File: src/rtl/alu_cmd_sequencer.sv
// Multi-cycle sequencer that drives register-file/ALU datapath strobes for one command at a time.
// Optional build macro ALU_SEQ_CMD_COUNT_EN adds the retired_count output.
module alu_cmd_sequencer #(
   parameter int DW   = 16,
   parameter int IMMW = 8
) (
   input  logic            clk,
   input  logic            reset,
   input  logic            cmd_valid,
   output logic            cmd_ready,
   input  logic [2:0]      cmd_op,
   input  logic [2:0]      cmd_rd,
   input  logic [2:0]      cmd_rn,
   input  logic [2:0]      cmd_rm,
   input  logic [1:0]      cmd_shift,
   input  logic [IMMW-1:0] cmd_imm,
   output logic [2:0]      readnum,
   output logic [2:0]      writenum,
   output logic            write,
   output logic            loada,
   output logic            loadb,
   output logic            loadc,
   output logic            loads,
   output logic            asel,
   output logic            bsel,
   output logic            vsel,
   output logic [1:0]      ALUop,
   output logic [1:0]      shift,
   output logic [DW-1:0]   datapath_in,
   output logic            done,
   output logic            err,
`ifdef ALU_SEQ_CMD_COUNT_EN
   output logic [15:0]     retired_count,
`endif
   output logic [2:0]      dbg_state_o
);

   // Handshake: a command transfers on the rising edge where cmd_valid && cmd_ready;
   // cmd_ready is high only in IDLE and cmd_* are ignored at every other edge.

   typedef enum logic [2:0] {
      S_IDLE      = 3'd0,
      S_LOAD_A    = 3'd1,
      S_LOAD_B    = 3'd2,
      S_EXEC      = 3'd3,
      S_WRITE     = 3'd4,
      S_WRITE_IMM = 3'd5,
      S_DONE      = 3'd6
   } state_t;

   localparam logic [2:0] OP_MOV_IMM = 3'b000;
   localparam logic [2:0] OP_MOV_REG = 3'b001;
   localparam logic [2:0] OP_ADD     = 3'b010;
   localparam logic [2:0] OP_CMP     = 3'b011;
   localparam logic [2:0] OP_AND     = 3'b100;
   localparam logic [2:0] OP_MVN     = 3'b101;

   state_t            state_q, state_d;
   logic [2:0]        op_q, rd_q, rn_q, rm_q;
   logic [1:0]        sh_q;
   logic [IMMW-1:0]   imm_q;

   logic              accept;
   logic [2:0]        op_c, rd_c, rn_c, rm_c;
   logic [1:0]        sh_c;
   logic [IMMW-1:0]   imm_c;
   logic              illegal_c, hold_alu;
   logic [1:0]        alu_code;

   logic [2:0]        readnum_d, writenum_d;
   logic              write_d, loada_d, loadb_d, loadc_d, loads_d, asel_d, vsel_d;
   logic [1:0]        aluop_d, shift_d;
   logic [DW-1:0]     dp_d;
   logic              done_d, err_d;

   logic [2:0]        readnum_q, writenum_q;
   logic              write_q, loada_q, loadb_q, loadc_q, loads_q, asel_q, vsel_q;
   logic [1:0]        aluop_q, shift_q;
   logic [DW-1:0]     dp_q;
   logic              done_q, err_q;

   assign cmd_ready = (state_q == S_IDLE);
   assign accept    = cmd_valid && cmd_ready;

   // Decode uses the incoming fields only on the accept edge; outputs are still registered.
   assign op_c  = accept ? cmd_op    : op_q;
   assign rd_c  = accept ? cmd_rd    : rd_q;
   assign rn_c  = accept ? cmd_rn    : rn_q;
   assign rm_c  = accept ? cmd_rm    : rm_q;
   assign sh_c  = accept ? cmd_shift : sh_q;
   assign imm_c = accept ? cmd_imm   : imm_q;
   assign illegal_c = (op_c[2:1] == 2'b11);

   always_comb begin
      state_d = state_q;
      case (state_q)
         S_IDLE: begin
            if (accept) begin
               case (cmd_op)
                  OP_MOV_IMM:              state_d = S_WRITE_IMM;
                  OP_MOV_REG, OP_MVN:      state_d = S_LOAD_B;
                  OP_ADD, OP_CMP, OP_AND:  state_d = S_LOAD_A;
                  default:                 state_d = S_DONE;
               endcase
            end
         end
         S_LOAD_A:    state_d = S_LOAD_B;
         S_LOAD_B:    state_d = S_EXEC;
         S_EXEC:      state_d = (op_q == OP_CMP) ? S_DONE : S_WRITE;
         S_WRITE:     state_d = S_DONE;
         S_WRITE_IMM: state_d = S_DONE;
         S_DONE:      state_d = S_IDLE;
         default:     state_d = S_IDLE;
      endcase
   end

   always_comb begin
      alu_code = 2'b00;
      case (op_c)
         OP_CMP:  alu_code = 2'b01;
         OP_AND:  alu_code = 2'b10;
         OP_MVN:  alu_code = 2'b11;
         default: alu_code = 2'b00;
      endcase
      // ALUop/shift stay valid from EXEC until the command retires.
      hold_alu   = (state_d == S_EXEC || state_d == S_WRITE || state_d == S_DONE) &&
                   !illegal_c && (op_c != OP_MOV_IMM);
      aluop_d    = hold_alu ? alu_code : 2'b00;
      shift_d    = hold_alu ? sh_c : 2'b00;
      loada_d    = (state_d == S_LOAD_A);
      loadb_d    = (state_d == S_LOAD_B);
      readnum_d  = loada_d ? rn_c : (loadb_d ? rm_c : 3'd0);
      loadc_d    = (state_d == S_EXEC);
      loads_d    = (state_d == S_EXEC) && (op_c != OP_MOV_REG);
      asel_d     = (state_d == S_EXEC) && (op_c == OP_MOV_REG);
      vsel_d     = (state_d == S_WRITE_IMM);
      write_d    = (state_d == S_WRITE) || (state_d == S_WRITE_IMM);
      writenum_d = write_d ? rd_c : 3'd0;
      dp_d       = vsel_d ? {{(DW-IMMW){imm_c[IMMW-1]}}, imm_c} : '0;
      done_d     = (state_d == S_DONE);
      err_d      = done_d && illegal_c;
   end

   always_ff @(posedge clk) begin
      if (reset) begin
         state_q    <= S_IDLE;
         op_q       <= '0;
         rd_q       <= '0;
         rn_q       <= '0;
         rm_q       <= '0;
         sh_q       <= '0;
         imm_q      <= '0;
         readnum_q  <= '0;
         writenum_q <= '0;
         write_q    <= 1'b0;
         loada_q    <= 1'b0;
         loadb_q    <= 1'b0;
         loadc_q    <= 1'b0;
         loads_q    <= 1'b0;
         asel_q     <= 1'b0;
         vsel_q     <= 1'b0;
         aluop_q    <= '0;
         shift_q    <= '0;
         dp_q       <= '0;
         done_q     <= 1'b0;
         err_q      <= 1'b0;
      end else begin
         state_q <= state_d;
         if (accept) begin
            op_q  <= cmd_op;
            rd_q  <= cmd_rd;
            rn_q  <= cmd_rn;
            rm_q  <= cmd_rm;
            sh_q  <= cmd_shift;
            imm_q <= cmd_imm;
         end
         readnum_q  <= readnum_d;
         writenum_q <= writenum_d;
         write_q    <= write_d;
         loada_q    <= loada_d;
         loadb_q    <= loadb_d;
         loadc_q    <= loadc_d;
         loads_q    <= loads_d;
         asel_q     <= asel_d;
         vsel_q     <= vsel_d;
         aluop_q    <= aluop_d;
         shift_q    <= shift_d;
         dp_q       <= dp_d;
         done_q     <= done_d;
         err_q      <= err_d;
      end
   end

`ifdef ALU_SEQ_CMD_COUNT_EN
   logic [15:0] count_q;

   // Counts on the same edge that raises done, so the two change together.
   always_ff @(posedge clk) begin
      if (reset) begin
         count_q <= '0;
      end else if (done_d) begin
         count_q <= count_q + 16'd1;
      end
   end

   assign retired_count = count_q;
`endif

   assign readnum     = readnum_q;
   assign writenum    = writenum_q;
   assign write       = write_q;
   assign loada       = loada_q;
   assign loadb       = loadb_q;
   assign loadc       = loadc_q;
   assign loads       = loads_q;
   assign asel        = asel_q;
   assign bsel        = 1'b0;
   assign vsel        = vsel_q;
   assign ALUop       = aluop_q;
   assign shift       = shift_q;
   assign datapath_in = dp_q;
   assign done        = done_q;
   assign err         = err_q;
   assign dbg_state_o = state_q;

endmodule

File: config.mk
export PLATFORM = sky130hd
export DESIGN_NAME = alu_cmd_sequencer
export DESIGN_NICKNAME = d
export VERILOG_FILES = /design/src/rtl/alu_cmd_sequencer.sv
export SDC_FILE = /design/constraint.sdc
export NUM_CORES = 1
export LEC_CHECK = 0
export ABC_AREA = 1
export CAP_MARGIN = 20
export CORE_UTILIZATION = 33
export CTS_CLUSTER_SIZE = 24
export DETAILED_ROUTE_END_ITERATION = 8
export DONT_BUFFER_PORTS = 1
export PLACE_DENSITY = 0.56
export SYNTH_ARGS = -nofsm -noshare
export SYNTH_HDL_FRONTEND = slang
export SYNTH_SLANG_ARGS = --single-unit
File: constraint.sdc
create_clock -name clk -period 3.9 [get_ports clk]
set_input_delay 0.585 -clock clk [delete_from_list [all_inputs] [get_ports clk]]
set_output_delay 0.585 -clock clk [all_outputs]
set_load 0.02 [all_outputs]
==> impl_metrics.yaml <==
run_status:
  status: "finished, final reports clean"
critical_path:
  crit_path_start_kind: "flip-flop"
  endpoint_kind: "flip-flop"
  crit_arrival_ns: 2.21
  reg2reg_depth: 9
  worstPathRequired_ns: 4.13
  r2r_slack_ns: 1.93
  critPathMaxFanout: 28
  criticalPathCategory: "flip-flop to flip-flop"
detailed_routing:
  wire_per_inst_um: 13.0
  first_pass_iters: 4
  drtIter0Drc: 56
  wl_mm: 3.62
  drc: 0
  vias: 1259
  vias_per_cell: 4.51
  ant_nets: 0
sta:
  worst_pin_slew_ns: 0.905
  maxSlewViolCount: 0
  totalNegativeSetupSlack_ns: 0
  period_needed_ns: 1.97
  fin_crit_sh_pct: 50.6
  fmax_mhz: 507
  finalSetupViolCount: 0
  finalHoldViolCount: 0
  skew_ns: 0.00869
  slew_headroom_pct: 39.8
  rsz0062_at_grt: "false"
layout:
  final.fill_count: 554
  antenna_cells: 0
  final_cells: 279
  nNetsFinal: 233
  synthToLayoutAreaGrowth_pct: 5.85
  drive_gt1_share_pct: 8.13
clocking:
  clkTransAtPathRegs_ns: 0.10
  cts_setup_buffers: 0
  numCtsBuffers: 5
  clkLatencyLatePin_ns: 0.30
  cts_buffer_depth: 2
  cts-root-buf: "clkbuf_8"
  cts_max_level: 2
  cts_resized: 0
  cts_tree: "yes"
  cts_hold_buffers: 0
  clock_sinks: 52
floorplanning:
  fp.dieH_um: 77.1
  die_w_um: 77.1
  dieArea_um2: 5950
  core_um2: 5270
  initial_core_util_pct: 35.3
  io_pins: 65
  rows: 26
synthesis:
  yosys.area.top_type_share_pct: 55.9
  yosysWarnings: 0
  synth.area.top_cells: "dfxtp_1 56%, nand2_1 9.5%, nor2_1 8.3%"
  synth_top_area_cell: "dfxtp_1"
  synth_area_per_cell_um2: 8.66
  ys_seq_area_share_pct: 55.9
  synth-seq-cells: 52
  synth_fp_nets: 240
  synth_area_um2: 1860
  syn-instance-count: 215
  ys_types: 21
global_route:
  grt_usage_pct: 12.5
  grt_pass1_wl_mm: 5.77
  antenna_found_initial: 0
  grt_pass1_vias: 1121
  grt_max_degree: 34
  grt_overflow_total: 0
placed_design:
  dp_hpwl_mm: 2.47
  port_buffers: 0
  gp_congestion: 0.718
  dp.cells: 271
job:
  max_cap_viol_count: 0
pwr:
  ir_drop_uv: 251
  p_leak_nw: 0.898
  power.density_nw_per_um2: 644
hold_path:
  hold_path_class: "input pin to flip-flop"
  hold_path_depth: 1
==> power breakdown <==
| part | internal [mW] | switching (mW) |
|---|---|---|
| Clock | 0.190 | 0.176 |
| Sequential | 0.588 | 0.0631 |
| Combinational | 0.0791 | 0.173 |
| Total | 0.857 | 0.413 |
==> critical path: stages, from the launching register on <==
cell	delay [ns]
dfxtp_1	0.45
nor2_4	0.21
nand3_4	0.37
inv_4	0.24
nand2_2	0.08
nand2_4	0.09
inv_2	0.05
nor2_4	0.12
nand3_4	0.14
nor2_1	0.14
==> cell families (layout without fill, tap and decap cells) <==
logic type	Yosys count	after routing	share of synthesized area (%)
and+or+nand+nor	105	105	25.0
DFF	52	52	55.9
buffers and inverters	32	26	8.67
muxes	13	13	6.99
AOI/OAI and AO/OA	12	12	3.23
other	1	1	0.201
==> flip-flops by register name, summed over array words and instances, names as in the netlist, 2 cells and up <==
signal and cells:
ALUop 2, datapath_in 8, dbg_state_o 3, imm_q 8, op_q 3, rd_q 3, readnum 3, rm_q 3
rn_q 3, sh_q 2, shift 2, writenum 3
==> area by class of cell <==
class                   count  area, µm²  area share [%]
clock buffers               5       68.8            3.49
clock inverters             3       42.5            2.16
well taps                  70       87.6            4.44
inverters                  18       70.1            3.56
multi-input cells         131        659            33.5
flip-flops and latches     52       1040            52.9
==> synthesized netlist by cell type, drive strengths merged <==
cell    number
nor2        43
conb         1
nand4        3
nor4         1
nor3         4
mux2i       13
dfxtp       52
nand3        5
a21oi        9
nand2       49
o21ai        3
clkbuf       3
inv         18
buf         11
==> stage by stage <==
stage / utilization, % / power, mW / setup slack (ns) / hold WS [ns] / cell area [µm²]
3_3_place_gp: 35.3 / 0.916 / 1.95 / 0.452 / 1860
6_report: 37.4 / 1.27 / 1.93 / 0.347 / 1970
3_5_place_dp: 35.3 / 0.917 / 1.93 / 0.456 / 1860
2_1_floorplan: - / 0.876 / 2.47 / 0.440 / 1860
4_1_cts: 37.4 / 1.28 / 1.91 / 0.340 / 1970
5_1_grt: 37.4 / 1.35 / 1.71 / 0.327 / 1970
==> layout by cell type, fill, tap and decap left out <==
master and count:
nand3_4 2, o21ai_0 3, inv_4 1, clkbuf_8 5
inv_2 1, nor2_4 2, mux2i_1 13, nor4_1 1
nand3_1 3, nand2_2 1, nor3_1 4, nor2_1 41
clkinvlp_4 1, dfxtp_1 51, nand2_4 1, conb_1 1
nand4_1 3, clkinv_2 1, nand2_1 47, a21oi_1 9
bufinv_16 1, inv_1 16, dfxtp_2 1
==> path summary, 6_finish.rpt <==
check                 startpoint        endpoint
hold / removal             reset        imm_q[0]
setup reg to reg  dbg_state_o[1]  datapath_in[7]
hold reg to reg          rm_q[2]         rm_q[2]
setup / recovery  dbg_state_o[1]  datapath_in[7]
==> metal layers <==
metal / wire, µm / track usage [%]
met2: 1540 / 17.3
met1: 1760 / 17.4
met4: 29 / 3.96
met5: 0 / 0
met3: 293 / 5.00
Note: power is estimated with default switching activity, not from simulation.
